<file path="src/rtl/bp_update_fifo.sv">
// Buffers resolved branches from execute and drains them in order to the branch predictor update port.
// Latency: an entry pushed on one edge is presented at the update port from the next cycle (no bypass).
// Backpressure: br_ready drops when full or in reset; the head entry is held while update_ready is low.
module bp_update_fifo #(
    parameter int DEPTH = 4
) (
    input  logic        clk,
    input  logic        rst,
    input  logic        br_valid,
    input  logic [31:0] br_pc,
    input  logic        br_prediction,
    input  logic        br_actual,
    input  logic [31:0] br_target,
    output logic        br_ready,
    input  logic        flush,
    input  logic        update_ready,
    output logic        update_valid,
    output logic [31:0] update_pc,
    output logic        update_prediction,
    output logic        update_actual,
    output logic [31:0] update_target,
    output logic [15:0] mispredict_count
);

    localparam int AW = (DEPTH > 1) ? $clog2(DEPTH) : 1;
    localparam logic [AW:0] FULL_COUNT = (AW + 1)'(DEPTH);

    typedef struct packed {
        logic [31:0] pc;
        logic        prediction;
        logic        actual;
        logic [31:0] target;
    } entry_t;

    entry_t        slots [DEPTH];
    entry_t        head_entry;
    entry_t        tail_entry;
    logic [AW-1:0] head;
    logic [AW-1:0] tail;
    logic [AW:0]   count;
    logic          push;
    logic          pop;
    logic          head_mispredicted;

    // A full FIFO refuses new entries even when the head drains in the same cycle;
    // this keeps br_ready independent of update_ready.
    assign br_ready     = (count < FULL_COUNT) && !rst;
    assign update_valid = (count != '0);

    assign push = br_valid && br_ready;
    assign pop  = update_valid && update_ready;

    assign tail_entry = '{pc: br_pc, prediction: br_prediction, actual: br_actual, target: br_target};

    // Head fields come straight from storage, so they are defined even when the FIFO is empty.
    assign head_entry        = slots[head];
    assign update_pc         = head_entry.pc;
    assign update_prediction = head_entry.prediction;
    assign update_actual     = head_entry.actual;
    assign update_target     = head_entry.target;
    assign head_mispredicted = head_entry.prediction != head_entry.actual;

    // Slot storage: cleared on reset; written only by a push that is not cancelled by flush.
    always_ff @(posedge clk) begin
        if (rst) begin
            for (int i = 0; i < DEPTH; i++) begin
                slots[i] <= '0;
            end
        end else if (!flush && push) begin
            slots[tail] <= tail_entry;
        end
    end

    // Pointers and occupancy: reset beats flush, flush beats push/pop; pointers wrap naturally.
    always_ff @(posedge clk) begin
        if (rst || flush) begin
            head  <= '0;
            tail  <= '0;
            count <= '0;
        end else begin
            if (push) begin
                tail <= tail + 1'b1;
            end
            if (pop) begin
                head <= head + 1'b1;
            end
            unique case ({push, pop})
                2'b10:   count <= count + 1'b1;
                2'b01:   count <= count - 1'b1;
                default: count <= count;
            endcase
        end
    end

    // Mispredict statistics: counts drained mispredictions, sticks at all-ones, ignores flushed pops.
    always_ff @(posedge clk) begin
        if (rst) begin
            mispredict_count <= '0;
        end else if (!flush && pop && head_mispredicted && (mispredict_count != 16'hFFFF)) begin
            mispredict_count <= mispredict_count + 16'd1;
        end
    end

endmodule

</file>
<file path="config.mk">
export PLATFORM = sky130hd
export DESIGN_NAME = bp_update_fifo
export DESIGN_NICKNAME = d
export VERILOG_FILES = /design/src/rtl/bp_update_fifo.sv
export SDC_FILE = /design/constraint.sdc
export NUM_CORES = 1
export LEC_CHECK = 0
export ABC_AREA = 0
export BUFFER_PORTS_ARGS = -buffer_cell sky130_fd_sc_hd__buf_2
export CORE_MARGIN = 2
export CORE_UTILIZATION = 52
export CTS_CLUSTER_SIZE = 30
export DETAILED_ROUTE_END_ITERATION = 8
export PLACE_DENSITY = 0.84
export SLEW_MARGIN = 0
export SYNTH_ARGS = -nofsm -noshare
export SYNTH_HDL_FRONTEND = slang
export SYNTH_SLANG_ARGS = --single-unit
</file>
<file path="constraint.sdc">
create_clock -name clk -period 2.9 [get_ports clk]
set_input_delay 0.435 -clock clk [delete_from_list [all_inputs] [get_ports clk]]
set_output_delay 0.435 -clock clk [all_outputs]
set_load 0.02 [all_outputs]
</file>
==> summary.txt, run 1 <==
Floorplan
  – Core ar.: approximately 24000 um^2
  – Initial Util: 0.530
  – IO Pins: between 150 and 200
  – Die extent in x: around 160 um
  – Die Area: between 20000 and 30000 um^2
  – Chip Height: between 150 and 200 um
  – Row cnt: 56

Placed design
  – Final HPWL DP: around 15 mm
  – Final GP Congestion: 0.852
  – I/O Buffers: between 150 and 200
  – Placed instance count: approximately 1200

STA
  – Setup Total Neg Slack: 0 ns
  – Clock Skews: approximately 0.0090 ns
  – Final cycle utilization of the critical path: 0.896
  – FMAX: between 300 and 400 MHz
  – Final Max Slew Viols: 0
  – RSZ-0062 raised after global routing: false
  – Final setup vio count: 0
  – Final hold violations: 0
  – Max_slew headroom: 0.614
  – Worst-Margin Slew: approximately 0.57 ns
  – Fin crit period: around 2.6 ns

CTS
  – Clock slew at reported path FFs: 0.06 ns
  – Hold_buf cts: 0
  – H-Tree Depth: 1
  – # resized after CTS: 0
  – CTS tree: built
  – CTS root buf: clkbuf_16
  – Setup Buffers After CTS: 0
  – Clock Sinks: a little under 300
  – Worst-skew pair later-pin latency: roughly 0.53 ns
  – Clock Path Buffers: 3
  – Cts bufs inserted: 28

Logic synthesis
  – Cell taking the most area after synthesis: edfxtp_1
  – Syn Nets: 859
  – Fraction of registers with async set/reset: 0
  – Synth Flop Type: edfxtp_1
  – Avg Inst Size Synth: about 16 um^2
  – Sequential area share after synthesis: 0.676
  – Synthesized area: 12500 um^2
  – Yosys cell types: 32
  – Top post-synthesis cells by area: edfxtp_1 64%, and2_1 13%, mux4_2 12%
  – Seq cells post-synth: ~290
  – Cell count after synthesis: around 800
  – Yosys warns: 0
  – Number of synthesized flops with an enable pin: between 200 and 300
  – Top-area cell type share of the netlist area: 0.636

GRT
  – Global route total overflow: 0
  – GR Util All Layers: 0.205
  – First-pass GRT wire length: roughly 40 mm
  – Number of antenna violations at the first check in global routing: 5
  – Vias in the first global route: 7500
  – Largest net degree at the start of global routing: 67

Setup path
  – Critical Path RT: between 2 and 2.5 ns
  – CP startpoint kind: flop
  – Worst EP arrival: around 2.2 ns
  – Crit. End Element: primary output
  – Crit path kind: flop to primary output
  – R2R cell count: 6
  – Terminus of the critical flop-to-flop path: mispredict_count[8]
  – Internal reg-to-reg setup slack: about 0.6 ns
  – Maximum fanout along the worst path: 24

Cells and area
  – # nets final: slightly above 1000
  – Number of filler cells placed in the layout: ~1700
  – Share of cells above drive strength 1: 0.302
  – Layout Cells excl Fill: 1285
  – Multi-input gate area: roughly 3900 um^2
  – Sequential cell area: 8440 um^2
  – Area Growth Syn to Fin: 18.3%

Drt
  – Vias: 6999
  – DRT iter0 DRCs: 431
  – Via density: roughly 5.4
  – Post-route ant nets: 0
  – First drt pass iteration count: 5
  – Total Routed Length: between 20 and 30 mm
  – Routed WL per cell: between 15 and 20 um
  – DRC: 0

Outcome
  – Status: complete, no violations

Min path
  – Hold Path Sink: slots[1][19]
  – Hold_sp: br_target[19]
  – Min-Delay Path Class: primary input to flop
  – Hold path depth: 2

Flow run
  – Number of max-cap violations: 0

Power and ir drop
  – Max rail drop VDD: 0.000411 V
  – PD cells: 620 nW/um^2
  – Leak pwr: between 5 and 6 nW
==> cell usage in the layout, fill, tap and decap left out, types with 9 or more instances in the layout <==
cell       synthesis  final
buf_2              6    154
edfxtp_1         264    264
and2_1           264    264
nor2_1            24     22
buf_12             0     10
buf_4              1      9
xor2_1            14     14
clkbuf_16          0     29
nand3_1           10     10
dfxtp_1           25     23
mux4_2            66     66
==> stage by stage <==
stage                     cell area [um^2]  utilization  hold WS, ns  total power, W  worst slack [ns]
after floorplan                      12500            -        0.485         0.00516            0.0657
after global placement               13800        0.585        0.481         0.00541             0.687
after detailed placement             13800        0.585        0.499         0.00543             0.645
after CTS                            14800        0.627        0.186         0.00924             0.227
after global routing                 14800        0.627        0.193         0.00945             0.158
final                                14800        0.627        0.209         0.00916             0.301
==> final cells by class <==
type | count | area share
well taps | 319 | 0.0270
repair buffers | 173 | 0.0704
clock buffers | 32 | 0.0499
multi-input cells | 442 | 0.263
clock inverters | 20 | 0.0163
flip-flops and latches | 289 | 0.572
inverters | 7 | 0.00178
diodes | 3 | 0.000509
==> worst max path at each step <==
| stage | from | to | slack (ns) | cells after the start |
|---|---|---|---|---|
| 2_1_floorplan | rst | slots[1][0] | 0.07 | 7 |
| 3_3_place_gp | flop | mispredict_count[8] | 0.69 | 6 |
| 3_5_place_dp | rst | slots[0][52] | 0.65 | 5 |
| 4_1_cts | flop | update_pc[31] | 0.23 | 3 |
| 5_1_grt | flop | update_pc[29] | 0.16 | 3 |
| 6_report | flop | update_pc[31] | 0.30 | 3 |
==> metal layers <==
metal | GRT usage | share of wire
met1 | 0.257 | 0.40
met2 | 0.368 | 0.53
met3 | 0.0366 | 0.052
met4 | 0.0541 | 0.017
met5 | 0 | 0.0011
==> worst max-delay path, stage by stage, from the launching register on <==
cell	delay, ns
dfxtp_4	0.38
buf_4	0.44
mux4_2	0.60
buf_2	0.18
==> state kept, by name, indices dropped and copies added, names as in the netlist, named ones only <==
register / count
slots: 264
mispredict_count: 16
count: 3
head: 2
tail: 2
==> power by group <==
part	switching, W	internal (W)	leakage [nW]	total, W
sequential	0.0000477	0.00472	2.93	0.00476
clock	0.00148	0.00234	0.482	0.00382
combinational	0.000344	0.000226	2.15	0.000570
==> kinds of logic (layout without fill, tap and decap cells) <==
group                      after synthesis  after routing  synth area share
buffers and inverters                   54            232            0.0172
and+or+nand+nor                        337            337             0.163
AOI/OAI and AO/OA                       19             19           0.00953
muxes                                   67             67             0.120
other                                    0              3                 0
xor gates and xnor gates                16             16            0.0112
adders and majority gates                3              3           0.00361
DFF                                    289            289             0.676
==> synthesized netlist by cell type (7+ instances only) <==
| library cell | instances |
|---|---|
| clkbuf_1 | 38 |
| nand3_1 | 10 |
| mux4_2 | 66 |
| nand2_1 | 8 |
| xor2_1 | 14 |
| a21oi_1 | 8 |
| and2_1 | 264 |
| nand4_1 | 7 |
| dfxtp_1 | 25 |
| edfxtp_1 | 264 |
| nor2_1 | 24 |
| inv_1 | 7 |
| or4_1 | 7 |
Note: power is estimated with default switching activity, not from simulation.
==> run 2: changes to the inputs <==
--- a/config.mk
+++ b/config.mk
@@ -7,10 +7,12 @@
 export LEC_CHECK = 0
 export ABC_AREA = 0
 export BUFFER_PORTS_ARGS = -buffer_cell sky130_fd_sc_hd__buf_2
+export CORE_ASPECT_RATIO = 0.5
 export CORE_MARGIN = 2
 export CORE_UTILIZATION = 52
 export CTS_CLUSTER_SIZE = 30
 export DETAILED_ROUTE_END_ITERATION = 8
+export GPL_ROUTABILITY_DRIVEN = 0
 export PLACE_DENSITY = 0.84
 export SLEW_MARGIN = 0
 export SYNTH_ARGS = -nofsm -noshare
==> run 2 against run 1 <==
  * Total power decreased by 8.3%
  * Critical path depth unchanged
  * Register-to-register slack about the same
  * Final area decreased by 1.9%
  * Sequential share of layout area increased by 1.1 points
  * Worst setup slack improved by 0.074 ns
  * Critical endpoint is now update_pc[17]
==> summary.txt, run 2 (synthesized netlist as in run 1, its figures left out) <==
CTS
  – H-Tree Depth: 1 (unchanged)
  – Hold_buf cts: 0 (unchanged)
  – Setup Buffers After CTS: 0 (unchanged)
  – Clock Sinks: 289 (unchanged)
  – Worst-skew pair later-pin latency: 0.54 ns (was 0.53 ns)
  – Clock slew at reported path FFs: 0.06 ns (about the same)
  – CTS tree: built (unchanged)
  – CTS root buf: clkbuf_16 (unchanged)
  – # resized after CTS: 0 (unchanged)
  – Clock Path Buffers: 3 (unchanged)
  – Cts bufs inserted: 26 (was 28)

Drt
  – First drt pass iteration count: 5 (unchanged)
  – Vias: 7059 (was 6999)
  – DRT iter0 DRCs: 578 (was 431)
  – Post-route ant nets: 0 (unchanged)
  – Routed WL per cell: 20.5 um (was 19.7 um)
  – Via density: 5.56 (was 5.45)
  – DRC: 0 (unchanged)
  – Total Routed Length: 26.1 mm (was 25.3 mm)

Cells and area
  – # nets final: 1014 (was 1015)
  – Final core utilization: 0.609 (was 0.627)
  – Max FFs per register: 264 (unchanged)
  – Top flop regs: slots x264, mispredict_count x16, count x3 (unchanged)
  – Area Growth Syn to Fin: 16.1% (was 18.3%)
  – Top reg by flops: slots (unchanged)
  – Final instance area: 14500 um^2 (was 14800 um^2)
  – Number of filler cells placed in the layout: 1646 (was 1742)
  – Most frequent cells in the layout: 264 x and2_1, 264 x edfxtp_1, 154 x buf_2 (unchanged)
  – Share of cells above drive strength 1: 0.298 (was 0.302)

STA
  – Clock Skews: 0.0178 ns (was 0.00899 ns)
  – Final setup vio count: 0 (unchanged)
  – Final hold violations: 0 (unchanged)
  – Fin crit period: 2.52 ns (was 2.60 ns)
  – Final cycle utilization of the critical path: 0.870 (was 0.896)
  – RSZ-0062 raised after global routing: false (unchanged)
  – Worst setup margin: 0.376 ns (was 0.301 ns)
  – Worst-Margin Slew: 0.777 ns (was 0.573 ns)
  – Final Max Slew Viols: 0 (unchanged)
  – Setup Total Neg Slack: 0 ns (unchanged)
  – FMAX: 396 MHz (was 385 MHz)
  – Hold WS: 0.206 ns (was 0.209 ns)
  – Max_slew headroom: 0.478 (was 0.614)

Setup path
  – Crit path kind: flop to primary output (unchanged)
  – Critical Path RT: 2.47 ns (about the same)
  – Worst EP arrival: 2.09 ns (was 2.16 ns)
  – Crit. End Element: primary output (unchanged)
  – CP startpoint kind: flop (unchanged)
  – Maximum fanout along the worst path: 46 (was 24)

Floorplan
  – IO Pins: 155 (unchanged)
  – Die Area: 25300 um^2 (was 25200 um^2)
  – Core ar.: 23800 um^2 (was 23500 um^2)
  – Initial Util: 0.525 (was 0.530)
  – Die extent in x: 223 um (was 159 um)
  – Row cnt: 40 (was 56)
  – Chip Height: 114 um (was 159 um)

GRT
  – Global route total overflow: 0 (unchanged)
  – First-pass GRT wire length: 40.0 mm (was 40.4 mm)
  – Number of antenna violations at the first check in global routing: 2 (was 5)
  – Largest net degree at the start of global routing: 67 (unchanged)
  – Vias in the first global route: 7301 (was 7500)
  – GR Util All Layers: 0.205 (about the same)

Power and ir drop
  – Leak pwr: 5.44 nW (was 5.57 nW)
  – Max rail drop VDD: 0.000384 V (was 0.000411 V)
  – PD cells: 580 nW/um^2 (was 620 nW/um^2)

Placed design
  – I/O Buffers: 154 (unchanged)
  – Final HPWL DP: 15.4 mm (was 14.7 mm)
  – Placed Area: 13800 um^2 (about the same)
  – Pre-CTS setup slack: 0.511 ns (was 0.645 ns)

Outcome
  – Status: complete, no violations (unchanged)

Min path
  – Min-Delay Path Class: primary input to flop (unchanged)

Flow run
  – Number of max-cap violations: 0 (unchanged)
run 2: changes by cell type in the layout (fill, tap and decap cells not counted), moves of 2 or more:
| cell | change |
|---|---|
| buf_4 | +3 |
| clkinv_2 | -2 |
| clkbuf_16 | -3 |
| clkinv_1 | -4 |
| diode_2 | -2 |
| bufinv_16 | -6 |
| buf_12 | -2 |
run 2: where the power goes:
part,leakage (nW),switching (W),internal (W)
sequential,2.93,0.0000483,0.00472
clock,0.358,0.00143,0.00163
combinational,2.15,0.000350,0.000224
run 2: path summary, 6_finish.rpt:
check,start,endpoint,slack (ns),depth (start not counted)
setup / recovery,flop,update_pc[17],0.38,3
hold / removal,br_target[22],slots[0][22],0.21,2
setup reg to reg,flop,mispredict_count[8],0.59,6
hold reg to reg,mispredict_count[15],mispredict_count[15],0.51,2
run 2: worst max-delay path, cell delays in order, from the launching register on:
cell	delay, ns
dfxtp_4	0.39
buf_12	0.33
mux4_2	0.61
buf_2	0.19
run 2: through the flow:
step	total power, W	std cells
floorplan	0.00516	785
global placement	0.00540	1227
detailed placement	0.00543	1227
CTS	0.00844	1268
global route	0.00865	1269
finish	0.00840	1269
run 2: area by class of cell:
cell class              count  area (um^2)  share of cell area
flip-flops and latches    289         8440               0.582
multi-input cells         442         3870               0.268
repair buffers            174         1020              0.0705
clock buffers              30          666              0.0460
well taps                 315          394              0.0272
clock inverters            11         65.1             0.00449
inverters                   7         26.3             0.00181
diodes                      1         2.50            0.000173
run 2: routing by layer:
layer | routed length, um | up-vias | global-route usage
li1 | - | 3202 | -
met1 | 10500 | 3574 | 0.269
met2 | 13500 | 238 | 0.364
met3 | 1520 | 43 | 0.0335
met4 | 548 | 2 | 0.0497
met5 | 13 | - | 0
==> run 3: changes to the inputs <==
--- a/config.mk
+++ b/config.mk
@@ -7,8 +7,9 @@
 export LEC_CHECK = 0
 export ABC_AREA = 0
 export BUFFER_PORTS_ARGS = -buffer_cell sky130_fd_sc_hd__buf_2
+export CAP_MARGIN = 25
 export CORE_ASPECT_RATIO = 0.5
-export CORE_MARGIN = 2
+export CORE_MARGIN = 5
 export CORE_UTILIZATION = 52
 export CTS_CLUSTER_SIZE = 30
 export DETAILED_ROUTE_END_ITERATION = 8
==> run 3 against run 2 <==
  * First-iteration DRC count fell by 9.3%
  * Final area is 0.66% higher
  * Largest power group unchanged
  * Critical path type unchanged
  * Non-clock buffer count decreased by 3
  * Combinational power about the same
  * Clock skew shrank 0.0092 ns
  * Largest cell class unchanged
  * Clock-buffer cell count rose by 5
  * Worst hold slack improved by 0.013 ns
==> summary.txt, run 3 (synthesized netlist as in run 1, its figures left out) <==
CTS
  – CTS tree: built (unchanged)
  – Cts bufs inserted: 26 (unchanged)
  – Clock slew at reported path FFs: 0.07 ns (was 0.06 ns)
  – Hold_buf cts: 0 (unchanged)
  – Clock Sinks: 289 (unchanged)
  – Setup Buffers After CTS: 0 (unchanged)
  – CTS root buf: clkbuf_16 (unchanged)
  – # resized after CTS: 0 (unchanged)
  – Worst-skew pair later-pin latency: 0.52 ns (was 0.54 ns)
  – Clock Path Buffers: 3 (unchanged)
  – H-Tree Depth: 1 (unchanged)

STA
  – Clock Skews: 0.00861 ns (was 0.0178 ns)
  – Worst-Margin Slew: 0.703 ns (was 0.777 ns)
  – RSZ-0062 raised after global routing: false (unchanged)
  – Final Max Slew Viols: 0 (unchanged)
  – Fin crit period: 2.56 ns (was 2.52 ns)
  – Setup Total Neg Slack: 0 ns (unchanged)
  – Final hold violations: 0 (unchanged)
  – Final setup vio count: 0 (unchanged)
  – Max_slew headroom: 0.527 (was 0.478)
  – Worst setup margin: 0.335 ns (was 0.376 ns)
  – FMAX: 390 MHz (was 396 MHz)
  – Final cycle utilization of the critical path: 0.884 (was 0.870)

Placed design
  – Placed instance count: 1224 (was 1227)
  – I/O Buffers: 154 (unchanged)
  – Final HPWL DP: 15.6 mm (was 15.4 mm)
  – Pre-CTS setup slack: 0.537 ns (was 0.511 ns)

Power and ir drop
  – Internal power: 0.00687 W (was 0.00657 W)
  – Sw Ratio: 0.211 (was 0.217)
  – Max rail drop VDD: 0.000365 V (was 0.000384 V)
  – Clk network pwr share: 0.386 (was 0.364)
  – Net Switching: 0.00184 W (was 0.00182 W)
  – Leak pwr: 5.47 nW (was 5.44 nW)
  – PD cells: 597 nW/um^2 (was 580 nW/um^2)
  – Comb pwr share: 0.066 (was 0.068)
  – Seq pwr share: 0.548 (was 0.567)

Min path
  – Hold_sp: br_target[4] (was br_target[22])
  – Hold Path Sink: slots[3][4] (was slots[0][22])
  – Hold path depth: 2 (unchanged)
  – Min-Delay Path Class: primary input to flop (unchanged)

Setup path
  – Terminus of the critical flop-to-flop path: mispredict_count[8] (unchanged)
  – Crit path max-delay cell type: mux4_2 (unchanged)
  – Maximum fanout along the worst path: 34 (was 46)
  – Internal reg-to-reg setup slack: 0.55 ns (was 0.59 ns)
  – Crit. End Element: primary output (unchanged)
  – Largest delay contributor family on the critical path: buffers and inverters (was multiplexers)
  – WP buf/inv: 2 (unchanged)
  – Worst EP arrival: 2.13 ns (was 2.09 ns)
  – CP peak stage delay: 0.60 ns (was 0.61 ns)
  – Critical Path RT: 2.47 ns (about the same)
  – Crit path kind: flop to primary output (unchanged)
  – CP startpoint kind: flop (unchanged)
  – Worst-path cell chain: buf_6, mux4_2, buf_2 (was buf_12, mux4_2, buf_2)
  – R2R cell count: 6 (unchanged)

Floorplan
  – Chip Height: 120 um (was 114 um)
  – Row cnt: 40 (unchanged)
  – Die Area: 27400 um^2 (was 25300 um^2)
  – Core ar.: 23800 um^2 (about the same)
  – Initial Util: 0.524 (was 0.525)
  – Die extent in x: 229 um (was 223 um)
  – IO Pins: 155 (unchanged)

Cells and area
  – Top flop regs: slots x264, mispredict_count x16, count x3 (unchanged)
  – Share of cells above drive strength 1: 0.293 (was 0.298)
  – Area Growth Syn to Fin: 16.9% (was 16.1%)
  – Layout Cells excl Fill: 1274 (was 1269)
  – # nets final: 1011 (was 1014)
  – Max FFs per register: 264 (unchanged)
  – Most frequent cells in the layout: 264 x and2_1, 264 x edfxtp_1, 154 x buf_2 (unchanged)
  – Top reg by flops: slots (unchanged)

GRT
  – Vias in the first global route: 7407 (was 7301)
  – Global route total overflow: 0 (unchanged)
  – First-pass GRT wire length: 42.0 mm (was 40.0 mm)
  – GR Util All Layers: 0.195 (was 0.205)
  – Largest net degree at the start of global routing: 67 (unchanged)
  – Number of antenna violations at the first check in global routing: 6 (was 2)

Flow run
  – Number of max-cap violations: 0 (unchanged)

Drt
  – First drt pass iteration count: 5 (unchanged)
  – Via density: 5.56 (about the same)
  – DRC: 0 (unchanged)
  – DRT iter0 DRCs: 524 (was 578)
  – Post-route ant nets: 0 (unchanged)
  – Total Routed Length: 26.6 mm (was 26.1 mm)
  – Vias: 7080 (was 7059)
  – Routed WL per cell: 20.9 um (was 20.5 um)

Outcome
  – Status: complete, no violations (unchanged)
[run 3: changes by cell type in the layout (fill, tap and decap cells not counted), sizes merged]
cell	before	now
clkbuf	30	35
clkinv	10	8
bufinv	0	3
buf	174	171
diode	1	3
clkinvlp	1	0
inv	7	8
[run 3: area by class of cell]
| class | instances | area (um^2) |
|---|---|---|
| flip-flops and latches | 289 | 8440 |
| multi-input cells | 442 | 3870 |
| diodes | 3 | 7.51 |
| clock inverters | 12 | 143 |
| fillers | 1695 | 9240 |
| well taps | 315 | 394 |
| repair buffers | 171 | 1010 |
| inverters | 7 | 26.3 |
| clock buffers | 35 | 684 |
[run 3: through the flow]
stage | area, um^2 | utilization | hold WS (ns) | power [W]
after global placement | 13700 | 0.577 | 0.478 | 0.00541
after global routing | 14600 | 0.612 | 0.211 | 0.00901
after CTS | 14600 | 0.612 | 0.200 | 0.00875
after detailed placement | 13700 | 0.577 | 0.499 | 0.00543
after floorplan | 12500 | - | 0.485 | 0.00516
final | 14600 | 0.612 | 0.219 | 0.00870
[run 3: layer usage]
layer | wire, um | track usage
met4 | 656 | 0.0555
met5 | 34 | 0
met1 | 10600 | 0.257
met2 | 14000 | 0.337
met3 | 1320 | 0.0350
[run 3: power groups by stage]
| stage | registers, W | clock network, W | logic, W |
|---|---|---|---|
| after global placement | 0.00484 | 0 | 0.000571 |
| after floorplan | 0.00484 | 0 | 0.000328 |
| final | 0.00477 | 0.00336 | 0.000575 |
| after global routing | 0.00478 | 0.00361 | 0.000619 |
| after CTS | 0.00477 | 0.00340 | 0.000583 |
| after detailed placement | 0.00485 | 0 | 0.000580 |
[run 3: how the worst max path moves through the flow]
stage / startpoint / endpoint / slack [ns] / cells past startpoint
6_report: flop / update_target[9] / 0.34 / 3
5_1_grt: flop / update_target[9] / 0.18 / 3
4_1_cts: flop / update_target[9] / 0.09 / 3
2_1_floorplan: rst / slots[1][0] / 0.07 / 7
3_3_place_gp: rst / slots[1][51] / 0.55 / 7
3_5_place_dp: rst / slots[1][57] / 0.54 / 7
[run 3: worst reg2reg max path: cells and delay by family, from the launching register on]
kind	cells	cell delay (ns)
XOR/XNOR	1	0.23
multiplexers	1	0.40
AO/OA/AOI/OAI	1	0.16
buffers and inverters	1	0.21
AND/OR/NAND/NOR	2	0.75
flip-flops	1	0.54
